$ cat config.mk
export PLATFORM = sky130hd
export DESIGN_NAME = inst_encoder
export DESIGN_NICKNAME = d
export VERILOG_FILES = /design/src/rtl/inst_encoder_pkg.sv /design/src/rtl/inst_encoder_len_calc.sv /design/src/rtl/inst_encoder.sv
export SDC_FILE = /design/constraint.sdc
export NUM_CORES = 1
export LEC_CHECK = 0
export CORE_ASPECT_RATIO = 1.75
export CORE_MARGIN = 5
export CORE_UTILIZATION = 58
export CTS_CLUSTER_DIAMETER = 200
export DETAILED_ROUTE_END_ITERATION = 10
export HOLD_SLACK_MARGIN = 0.05
export PLACE_DENSITY = 0.87
export SYNTH_ARGS = -nofsm -noshare
export SYNTH_HDL_FRONTEND = slang
export SYNTH_SLANG_ARGS = --single-unit
$ cat constraint.sdc
create_clock -name clk -period 10.49 [get_ports clk]
set_input_delay 1.5735 -clock clk [delete_from_list [all_inputs] [get_ports clk]]
set_output_delay 1.5735 -clock clk [all_outputs]
set_load 0.02 [all_outputs]
$ cat src/rtl/inst_encoder_pkg.sv
// Shared types and helpers for the x86-64 instruction byte encoder.
// Fields are walked in emission order; a position is (field, byte index).
package inst_encoder_pkg;

  localparam int MAX_INST_LEN = 15;

  typedef struct packed {
    logic        rex_valid;
    logic [7:0]  rex;
    logic [1:0]  op_len;
    logic [23:0] opcode;
    logic        has_modrm;
    logic [7:0]  modrm;
    logic        has_sib;
    logic [7:0]  sib;
    logic [2:0]  disp_len;
    logic [31:0] disp;
    logic [3:0]  imm_len;
    logic [63:0] imm;
  } enc_req_t;

  typedef enum logic [2:0] {
    IDLE  = 3'd0,
    REX   = 3'd1,
    OPC   = 3'd2,
    MODRM = 3'd3,
    SIB   = 3'd4,
    DISP  = 3'd5,
    IMM   = 3'd6
  } enc_state_t;

  typedef struct packed {
    enc_state_t st;
    logic [3:0] cnt;
  } pos_t;

  function automatic enc_state_t next_field(
    enc_state_t s,
    enc_req_t   r
  );
    if (s < REX && r.rex_valid) return REX;
    if (s < OPC) return OPC;
    if (s < MODRM && r.has_modrm) return MODRM;
    if (s < SIB && r.has_sib) return SIB;
    if (s < DISP && r.disp_len != 3'd0) return DISP;
    if (s < IMM && r.imm_len != 4'd0) return IMM;
    return IDLE;
  endfunction

  function automatic pos_t next_pos(
    pos_t     p,
    enc_req_t r
  );
    pos_t       n;
    logic [3:0] c1;
    logic       more;
    c1 = p.cnt + 4'd1;
    case (p.st)
      OPC:     more = c1 < {2'b00, r.op_len};
      DISP:    more = c1 < {1'b0, r.disp_len};
      IMM:     more = c1 < r.imm_len;
      default: more = 1'b0;
    endcase
    if (more) begin
      n.st  = p.st;
      n.cnt = c1;
    end else begin
      n.st  = next_field(p.st, r);
      n.cnt = 4'd0;
    end
    return n;
  endfunction

  // Opcode goes out most-significant byte first; disp/imm little-endian.
  function automatic logic [7:0] field_byte(
    pos_t     p,
    enc_req_t r
  );
    logic [31:0] op32;
    logic [1:0]  k;
    op32 = {8'h00, r.opcode};
    k    = r.op_len - 2'd1 - p.cnt[1:0];
    case (p.st)
      REX:     return r.rex;
      OPC:     return op32[{k, 3'b000} +: 8];
      MODRM:   return r.modrm;
      SIB:     return r.sib;
      DISP:    return r.disp[{p.cnt[1:0], 3'b000} +: 8];
      IMM:     return r.imm[{p.cnt[2:0], 3'b000} +: 8];
      default: return 8'h00;
    endcase
  endfunction

endpackage

$ cat src/rtl/inst_encoder_len_calc.sv
// Combinational length and well-formedness check for one request.
module enc_len_calc
  import inst_encoder_pkg::*;
#(
  parameter int MAX_LEN = MAX_INST_LEN
) (
  input  enc_req_t   req,
  output logic [4:0] len,
  output logic       ok
);

  logic op_ok;
  logic disp_ok;
  logic imm_ok;
  logic sib_ok;
  logic len_ok;

  always_comb begin
    len = 5'(req.rex_valid)
        + 5'(req.op_len)
        + 5'(req.has_modrm)
        + 5'(req.has_sib)
        + 5'(req.disp_len)
        + 5'(req.imm_len);
    op_ok   = req.op_len != 2'd0;
    disp_ok = req.disp_len inside {3'd0, 3'd1, 3'd2, 3'd4};
    imm_ok  = req.imm_len inside {4'd0, 4'd1, 4'd2, 4'd4, 4'd8};
    sib_ok  = !req.has_sib || req.has_modrm;
    len_ok  = int'(len) <= MAX_LEN;
    ok      = op_ok && disp_ok && imm_ok && sib_ok && len_ok;
  end

endmodule

$ cat src/rtl/inst_encoder.sv
// Serializes a decoded-field request into an x86-64 byte stream,
// one byte per cycle, valid/ready on both sides.
module inst_encoder
  import inst_encoder_pkg::*;
#(
  parameter int MAX_LEN = MAX_INST_LEN
) (
  input  logic       clk,
  input  logic       reset,
  input  logic       in_valid,
  output logic       in_ready,
  input  enc_req_t   in_req,
  output logic       out_valid,
  input  logic       out_ready,
  output logic [7:0] out_byte,
  output logic       out_last,
  output logic [3:0] out_len,
  output logic       err
);

  enc_state_t state, state_d;
  logic [3:0] cnt, cnt_d;
  enc_req_t   req_q, req_d;
  logic       valid_d;
  logic [7:0] byte_d;
  logic       last_d;
  logic [3:0] len_d;
  logic       err_d;

  logic [4:0] calc_len;
  logic       calc_ok;
  logic       accept;
  logic       advance;
  enc_req_t   src;
  pos_t       cur;
  pos_t       load;
  pos_t       after;

  enc_len_calc #(
    .MAX_LEN(MAX_LEN)
  ) u_len (
    .req(in_req),
    .len(calc_len),
    .ok (calc_ok)
  );

  assign in_ready = (state == IDLE);

  // Each loaded position also looks one step ahead to flag the last byte.
  always_comb begin
    accept    = in_valid && in_ready;
    advance   = out_valid && out_ready;
    src       = accept ? in_req : req_q;
    cur.st    = state;
    cur.cnt   = cnt;
    load      = next_pos(cur, src);
    after     = next_pos(load, src);
  end

  always_comb begin
    state_d = state;
    cnt_d   = cnt;
    req_d   = req_q;
    valid_d = out_valid;
    byte_d  = out_byte;
    last_d  = out_last;
    len_d   = out_len;
    err_d   = 1'b0;
    if (accept) begin
      if (calc_ok) begin
        req_d   = in_req;
        state_d = load.st;
        cnt_d   = load.cnt;
        valid_d = 1'b1;
        byte_d  = field_byte(load, src);
        last_d  = (after.st == IDLE);
        len_d   = calc_len[3:0];
      end else begin
        err_d = 1'b1;
      end
    end else if (advance) begin
      if (out_last) begin
        state_d = IDLE;
        cnt_d   = 4'd0;
        valid_d = 1'b0;
        byte_d  = 8'h00;
        last_d  = 1'b0;
      end else begin
        state_d = load.st;
        cnt_d   = load.cnt;
        byte_d  = field_byte(load, src);
        last_d  = (after.st == IDLE);
      end
    end
  end

  always_ff @(posedge clk or posedge reset) begin
    if (reset) begin
      state     <= IDLE;
      cnt       <= 4'd0;
      req_q     <= '0;
      out_valid <= 1'b0;
      out_byte  <= 8'h00;
      out_last  <= 1'b0;
      out_len   <= 4'd0;
      err       <= 1'b0;
    end else begin
      state     <= state_d;
      cnt       <= cnt_d;
      req_q     <= req_d;
      out_valid <= valid_d;
      out_byte  <= byte_d;
      out_last  <= last_d;
      out_len   <= len_d;
      err       <= err_d;
    end
  end

endmodule

==> results of run 1 <==
-- routing by layer --
| layer | track usage [%] | vias up | part of all wire [%] |
|---|---|---|---|
| met5 | 0 | - | 0 |
| met4 | 15.5 | 0 | 5.3 |
| met3 | 3.63 | 105 | 6.5 |
| met2 | 48.7 | 436 | 51 |
| met1 | 35.5 | 4217 | 37 |
| li1 | - | 3823 | - |
-- metrics by stage --
step / hold slack [ns] / area [sq um] / worst slack (ns) / cells / utilization [%]
finish: 0.505 / 12800 / 2.70 / 1355 / 73.2
global route: 0.512 / 12800 / 2.22 / 1355 / 73.2
CTS: 0.507 / 12800 / 2.74 / 1354 / 73.2
detailed placement: 0.492 / 12300 / 2.27 / 1322 / 69.9
global placement: 0.479 / 12300 / 2.53 / 1322 / 69.9
floorplan: 0.469 / 10400 / 2.83 / 967 / -
-- worst max-delay path by stage --
| stage | from | end | slack [ns] | cells past startpoint |
|---|---|---|---|---|
| global route | in_valid | out_byte[4] | 2.22 | 16 |
| detailed placement | in_valid | out_byte[4] | 2.27 | 16 |
| CTS | in_valid | out_byte[4] | 2.74 | 16 |
| floorplan | in_valid | out_byte[3] | 2.83 | 23 |
| finish | in_valid | out_byte[3] | 2.70 | 17 |
| global placement | in_valid | out_byte[4] | 2.53 | 16 |
-- kinds of logic after synthesis --
logic type / after synthesis
muxes: 226
AOI/OAI and AO/OA: 188
and+or+nand+nor: 255
xor gates and xnor gates: 7
buffers and inverters: 89
DFF: 178
adders and majority gates: 24
-- sequential cells by signal (all words and copies together), names as in the netlist --
name	count
out_len	4
out_byte	8
state	3
out_valid	1
req_q	156
err	1
out_last	1
cnt	4
-- final cells by class --
cell class	count	share of cell area (%)
diodes	1	0.0195
clock buffers	19	3.45
clock inverters	13	1.08
inverters	25	0.770
multi-input cells	700	43.3
flip-flops and latches	178	34.7
well taps	231	2.25
repair buffers	188	14.4
-- cell usage after synthesis (7+ instances only) --
| cell type | n |
|---|---|
| dfrtp_1 | 178 |
| mux2_2 | 160 |
| nand2_1 | 154 |
| mux2i_1 | 46 |
| clkbuf_1 | 45 |
| a21oi_1 | 39 |
| o21ai_0 | 30 |
| nor2_1 | 29 |
| nand3_1 | 25 |
| inv_1 | 24 |
| mux4_2 | 18 |
| ha_1 | 17 |
| o22ai_1 | 15 |
| a31oi_1 | 13 |
| and3_1 | 9 |
| buf_1 | 9 |
| a211oi_1 | 8 |
| a21o_1 | 7 |
| buf_2 | 7 |
| nor3_1 | 7 |
-- power by group --
group / switching [uW] / total (uW) / internal (uW) / leakage [uW]
Combinational: 996 / 1840 / 846 / 0.00298
Sequential: 203 / 1210 / 1010 / 0.00229
Clock: 308 / 631 / 323 / 0.000285
==> flow_summary.json, run 1 <==
{
  "cts-htree-levels": 4,
  "ys_seq_area_share_pct": 43.0,
  "grt_pass1_vias": 8790,
  "cts_tree": "done",
  "ys_types": 77,
  "netlist_top_cells_area": "dfrtp_1, mux2_2, nand2_1",
  "synth_compound_area_share_pct": 12.8,
  "drive_above_1_share_pct": 21.5,
  "placementRows": 64,
  "grt_setup_unrepaired": "no",
  "power.total_uw": 3690,
  "r2r_slack_ns": 3.74,
  "clkSlewWorstSetupHoldPaths_ns": 0.07,
  "crit_slowest_cell": "a2111oi_0",
  "cts_made_buffers": 17,
  "report.final.hold_viol_count": 0,
  "viasPerCell": 6.33,
  "remaining_drc_errors": 0,
  "synthMuxAreaShare_pct": 26.0,
  "crit_path_end_kind": "flop",
  "path_delay_family": "compound AO/OA/AOI/OAI gates",
  "syn_area_sq_mm": 0.0104,
  "post_drt_wl_per_cell_microns": 22.0,
  "clockBufferDepth": 2,
  "grt_max_degree": 104,
  "rr_endpoint": "out_byte[3]",
  "synth_edf_count": 0,
  "fin_tns_setup_ns": 0,
  "fin_worst_skew_ns": 0.0135,
  "async_reset_ff_share_pct": 100,
  "start_kind": "input port",
  "seq_area_sq_mm": 0.00445,
  "grt_pass1_wl_microns": 47600,
  "postCtsSetupRepairBufs": 0,
  "max_freq_mhz": 128,
  "synth-seq-cells": 178,
  "min_from": "out_byte[4]",
  "yosys_warnings": 0,
  "wl_microns": 29900,
  "synthFlopType": "dfrtp_1",
  "synth_xor_area_share_pct": 0.592,
  "gp_congestion": 0.984,
  "grt_overflow": 0,
  "setup_viol": 0,
  "cp.arrival_ns": 8.09,
  "whs_endpoint": "out_byte[4]",
  "layout_common_cells": "dfrtp_1, clkdlybuf4s50_1, mux2_2, nand2_1, mux2i_1",
  "crit_fanout": 42,
  "post-route-min-period_ns": 7.79,
  "peakVddDrop_mv": 0.167,
  "reg2reg_from": "state[2]",
  "synth_top_cell_by_area": "dfrtp_1",
  "crit_type": "input port to flop",
  "fillers": 1185,
  "cts_sinks": 178,
  "synthSimpleGateAreaFrac_pct": 10.9,
  "multi_input_area_sq_mm": 0.00556,
  "fp.coreArea_sq_mm": 0.0175,
  "antenna_found_initial": 1,
  "worstRegToRegCells": 16,
  "grt_use_total_pct": 28.7,
  "finalMaxSlewViolations": 0,
  "relSlewSlack_pct": 27.2,
  "worst_slew_pin_slew_ns": 1.09,
  "synth_top_family_by_area": "multiplexers",
  "hold_depth": 1,
  "dr.first_iter.drc_count": 789,
  "avgSynthCellArea_sq_um": 10.7,
  "ios": 176,
  "status": "completed",
  "crit_chain": "clkdlybuf4s50_1 > nor4b_2 > buf_4 > mux2i_1 > ha_1 > a2111oi_0 > o311a_1 > nor2_2 > a21oi_4 > inv_2 > ha_1 > xnor2_1 > o21ai_1 > and2_1 > mux2i_1 > o21ai_1 > or4b_1",
  "dieArea_sq_mm": 0.0207,
  "vias": 8581,
  "syn_inst": 967,
  "dieWidth_microns": 111,
  "synth_fa_ha_area_share_pct": 3.21,
  "synth_top_area_share_pct": 43.0,
  "slowest_delay_ns": 0.93,
  "area_growth_pct": 23.9,
  "dp_hpwl_microns": 21400,
  "crit_buf_inv": 3,
  "die_h_microns": 187,
  "initial_core_util_pct": 59.1,
  "hold_buffers": 0,
  "power.density_mw_per_mm2": 287,
  "finalNetCount": 1292,
  "portBuffers": 175,
  "clock_latency_ns": 0.44,
  "syn_nets": 1149,
  "cap_viol_max_count": 0,
  "final_common_cell": "dfrtp_1",
  "period_share_pct": 74.3,
  "postRouteAntennaNets": 0,
  "hold_path_class": "flop to flop",
  "drtPass1Iterations": 5,
  "cts_root_buf": "clkbuf_16",
  "cts_resized": 0,
  "leakage_uw": 0.00556,
  "cp.required_ns": 10.79
}
No activity file was read; power rests on OpenSTA's default activity.
==> run 2, diff against run 1 <==
- CORE_UTILIZATION: 58 -> 54
- PLACE_DENSITY: 0.87 -> 0.82
- clock period: 10.49 -> 7.83 ns (I/O delays scaled with it)
==> flow_summary.json, run 2 (synthesized netlist as in run 1, its figures left out) <==
{
  "placementRows": 67,
  "dieArea_sq_mm": 0.0222,
  "drtPass1Iterations": 5,
  "power.density_mw_per_mm2": 386,
  "r2r_slack_ns": 2.27,
  "finalMaxSlewViolations": 0,
  "use_met2_pct": 45.2,
  "crit_slowest_cell": "a2111oi_0",
  "fin_cells": 1366,
  "drive_above_1_share_pct": 21.6,
  "cts_sinks": 178,
  "crit_fanout": 20,
  "grt_overflow": 0,
  "crit_start": "in_valid",
  "grt.busiest_layer": "met2",
  "fin_worst_skew_ns": 0.00862,
  "post-route-min-period_ns": 6.19,
  "dp_hpwl_microns": 21300,
  "crit_type": "input port to flop",
  "initial_core_util_pct": 54.4,
  "antenna_found_initial": 2,
  "viasPerCell": 6.26,
  "postCtsSetupRepairBufs": 0,
  "place_ws_ns": 1.21,
  "layout_common_cells": "dfrtp_1, clkdlybuf4s50_1, mux2_2, nand2_1, mux2i_1",
  "cts_made_buffers": 17,
  "remaining_drc_errors": 0,
  "vias": 8545,
  "met1_usage_pct": 32.5,
  "postRouteAntennaNets": 0,
  "crit_top_cell": "ha_1",
  "slowest_delay_ns": 0.83,
  "cts-htree-levels": 4,
  "grt_pass1_wl_microns": 47300,
  "fin_tns_setup_ns": 0,
  "die_h_microns": 193,
  "fin_ws_ns": 1.64,
  "dr.first_iter.drc_count": 585,
  "area_growth_pct": 24.4,
  "rr_endpoint": "out_byte[4]",
  "largest_register_ffs": 156,
  "worst_slew_pin_slew_ns": 1.04,
  "grt_setup_unrepaired": "no",
  "cts_root_buf": "clkbuf_16",
  "relSlewSlack_pct": 30.4,
  "crit_cells": 15,
  "gp_congestion": 0.936,
  "regMostFlops": "req_q",
  "start_kind": "input port",
  "report.final.hold_viol_count": 0,
  "grt_pass1_vias": 8942,
  "ios": 176,
  "clkSlewWorstSetupHoldPaths_ns": 0.06,
  "cp.required_ns": 8.15,
  "finalNetCount": 1293,
  "cts_tree": "done",
  "wl_microns": 30000,
  "critPathCapture": "out_byte[4]",
  "peakVddDrop_mv": 0.200,
  "hold_buffers": 0,
  "leakage_uw": 0.00558,
  "final_common_cell": "dfrtp_1",
  "post_drt_wl_per_cell_microns": 22.0,
  "max_freq_mhz": 162,
  "fin_util_pct": 67.7,
  "hold_path_class": "flop to flop",
  "path_delay_family": "compound AO/OA/AOI/OAI gates",
  "status": "completed",
  "period_share_pct": 79.1,
  "reg2reg_from": "state[2]",
  "cts_resized": 0,
  "clockBufferDepth": 2,
  "gr-usage-met3_pct": 3.97,
  "crit_chain": "clkdlybuf4s50_1 > or4b_4 > mux2i_1 > ha_1 > a2111oi_0 > o311a_1 > nor2_2 > a21oi_4 > inv_2 > ha_1 > mux4_2 > and3_1 > o21bai_1 > a21oi_1 > a2111o_1",
  "worstRegToRegCells": 14,
  "cap_viol_max_count": 0,
  "setup_viol": 0,
  "reg_top3": "req_q: 156 flops, out_byte: 8 flops",
  "fp.coreArea_sq_mm": 0.0190,
  "final_cell_area_sq_mm": 0.0129,
  "cp.arrival_ns": 6.52,
  "crit_buf_inv": 2,
  "crit_path_end_kind": "flop",
  "dp_cells": 1333,
  "portBuffers": 175,
  "grt_max_degree": 165,
  "grt_use_total_pct": 27.2,
  "dieWidth_microns": 115,
  "clock_latency_ns": 0.45,
  "post_dp_cell_area_sq_mm": 0.0123
}
-- run 2: cell count changes in the layout (fill, tap and decap cells not counted), moves of 2 or more --
cell,change
clkinv_2,+5
clkinv_4,-4
bufinv_16,+3
inv_8,-3
clkinv_8,-2
-- run 2: worst min path at each step --
stage | start | endpoint | cells past startpoint
6_report | req_q[24] | req_q[24] | 1
4_1_cts | req_q[129] | req_q[129] | 1
2_1_floorplan | cnt[3] | cnt[3] | 2
3_3_place_gp | out_byte[4] | out_byte[4] | 1
5_1_grt | req_q[59] | req_q[59] | 1
3_5_place_dp | req_q[129] | req_q[129] | 1
-- run 2: final cells by class --
type	instances	area (sq um)
multi-input cells	700	5560
repair buffers	189	1870
clock buffers	18	439
clock inverters	13	160
diodes	2	5.00
inverters	25	98.8
flip-flops and latches	178	4450
well taps	241	302
fillers	1468	6140
-- run 2: report_power, final --
group          internal (uW)  switching [uW]  total, uW
clock                    510             378        888
combinational           1140            1330       2470
sequential              1350             268       1620
-- run 2: layer usage --
metal	up-vias	wire, microns
met5	-	0
met4	0	2040
met3	113	1580
met2	353	15100
met1	4243	11300
li1	3836	-
-- run 2: metrics by stage --
stage                     total power (uW)  hold WS (ns)
after floorplan                       3350         0.469
after global placement                3990         0.481
after detailed placement              4070         0.490
after CTS                             4970         0.505
after global routing                  5280         0.512
final                                 4980         0.504
==> run 3, diff against run 2 <==
- CORE_UTILIZATION: 54 -> 49
- PLACE_DENSITY: 0.82 -> 0.79
- clock period: 7.83 -> 5.4 ns (I/O delays scaled with it)
==> flow_summary.json, run 3 (synthesized netlist as in run 1, its figures left out) <==
{
  "reg2reg_from": "state[1]",
  "layout_common_cells": "dfrtp_1, clkdlybuf4s50_1, mux2_2, nand2_1, mux2i_1",
  "clock_latency_ns": 0.44,
  "grt_pass1_wl_microns": 48300,
  "r2r_slack_ns": 0.83,
  "crit_fanout": 7,
  "post_dp_cell_area_sq_mm": 0.0125,
  "largest_register_ffs": 156,
  "cts_resized": 0,
  "final_cell_area_sq_mm": 0.0131,
  "regMostFlops": "req_q",
  "peakVddDrop_mv": 0.361,
  "power.density_mw_per_mm2": 563,
  "cts_tree": "done",
  "report.final.hold_viol_count": 0,
  "dp_cells": 1360,
  "power.total_uw": 7370,
  "fin_worst_skew_ns": 0.0125,
  "cts_sinks": 178,
  "final_common_cell": "dfrtp_1",
  "cp.arrival_ns": 5.10,
  "wl_microns": 30400,
  "grt_overflow": 0,
  "dp_hpwl_microns": 21800,
  "fin_tns_setup_ns": 0,
  "seq_area_sq_mm": 0.00445,
  "dieWidth_microns": 120,
  "initial_core_util_pct": 49.7,
  "crit_path_end_kind": "flop",
  "cts_made_buffers": 17,
  "worst_slew_pin_slew_ns": 1.18,
  "worstRegToRegCells": 16,
  "gp_congestion": 0.895,
  "portBuffers": 175,
  "clkSlewWorstSetupHoldPaths_ns": 0.07,
  "ios": 176,
  "antenna_found_initial": 1,
  "cap_viol_max_count": 0,
  "area_growth_pct": 26.4,
  "fillers": 1677,
  "dieArea_sq_mm": 0.0243,
  "multi_input_area_sq_mm": 0.00558,
  "timing.hold.ws_ns": 0.503,
  "leakage_uw": 0.00567,
  "remaining_drc_errors": 0,
  "grt_use_total_pct": 25.4,
  "relSlewSlack_pct": 21.2,
  "postRouteAntennaNets": 0,
  "vias": 8568,
  "post_drt_wl_per_cell_microns": 21.8,
  "die_h_microns": 202,
  "setup_viol": 0,
  "placementRows": 70,
  "cts-htree-levels": 4,
  "crit_type": "input port to flop",
  "max_freq_mhz": 209,
  "viasPerCell": 6.15,
  "post-route-min-period_ns": 4.78,
  "postCtsSetupRepairBufs": 0,
  "grt_setup_unrepaired": "no",
  "crit_start": "in_valid",
  "start_kind": "input port",
  "finalNetCount": 1309,
  "cp.required_ns": 5.72,
  "status": "completed",
  "hold_buffers": 0,
  "period_share_pct": 88.5,
  "grt_max_degree": 179,
  "drtPass1Iterations": 5,
  "drive_above_1_share_pct": 22.8,
  "reg_top3": "req_q: 156 flops, out_byte: 8 flops",
  "clockBufferDepth": 2,
  "critPathCapture": "out_byte[2]",
  "rr_endpoint": "out_byte[2]",
  "fin_cells": 1393,
  "hold_path_class": "flop to flop",
  "grt_pass1_vias": 8894,
  "fp.coreArea_sq_mm": 0.0208,
  "cts_root_buf": "clkbuf_16",
  "finalMaxSlewViolations": 0,
  "dr.first_iter.drc_count": 767
}
==> run 3: changes by cell type in the layout (fill, tap and decap cells not counted), moves of 2 or more <==
cell,previous run,this run
buf_4,13,26
clkinv_2,5,1
buf_12,1,4
clkinv_4,2,4
clkinvlp_4,1,3
==> run 3: layer usage <==
layer	GRT usage, %	up-vias	part of all wire (%)
li1	-	3870	-
met1	30.2	4282	38
met2	43.6	341	52
met3	4.17	75	5.4
met4	13.7	0	4.9
met5	0	-	0
==> run 3: worst min path at each step <==
stage,start,to,cells past startpoint
CTS,out_byte[2],out_byte[2],1
detailed placement,out_byte[7],out_byte[7],1
global placement,out_byte[4],out_byte[4],1
floorplan,cnt[3],cnt[3],2
finish,req_q[31],req_q[31],1
global route,req_q[132],req_q[132],1
==> run 3: where the power goes <==
part,internal [uW],switching [uW]
Combinational,1730,1970
Sequential,1960,397
Clock,750,562
==> run 3: worst max-delay path: stages <==
cell and delay [ns]:
clkdlybuf4s50_1 0.53, or4b_4 0.55, mux2i_1 0.18, ha_1 0.20
or4_1 0.52, a311oi_1 0.37, nor2_2 0.09, a21oi_4 0.15
inv_2 0.05, ha_1 0.18, xnor2_1 0.15, or3_4 0.36
and2_1 0.20, buf_4 0.17, mux2i_1 0.17, o22ai_1 0.11
a2111o_1 0.30
==> run 3: cell type report <==
type	count	area share (%)
diodes	1	0.0191
clock buffers	19	3.38
clock inverters	13	1.35
inverters	25	0.745
multi-input cells	700	42.6
flip-flops and latches	178	34.0
well taps	252	2.41
repair buffers	205	15.5
==> run 3: through the flow <==
stage	util (%)	setup slack [ns]
6_report	62.8	0.620
5_1_grt	62.8	0.344
4_1_cts	62.8	0.617
3_5_place_dp	59.8	0.179
3_3_place_gp	59.8	0.237
2_1_floorplan	-	-0.179
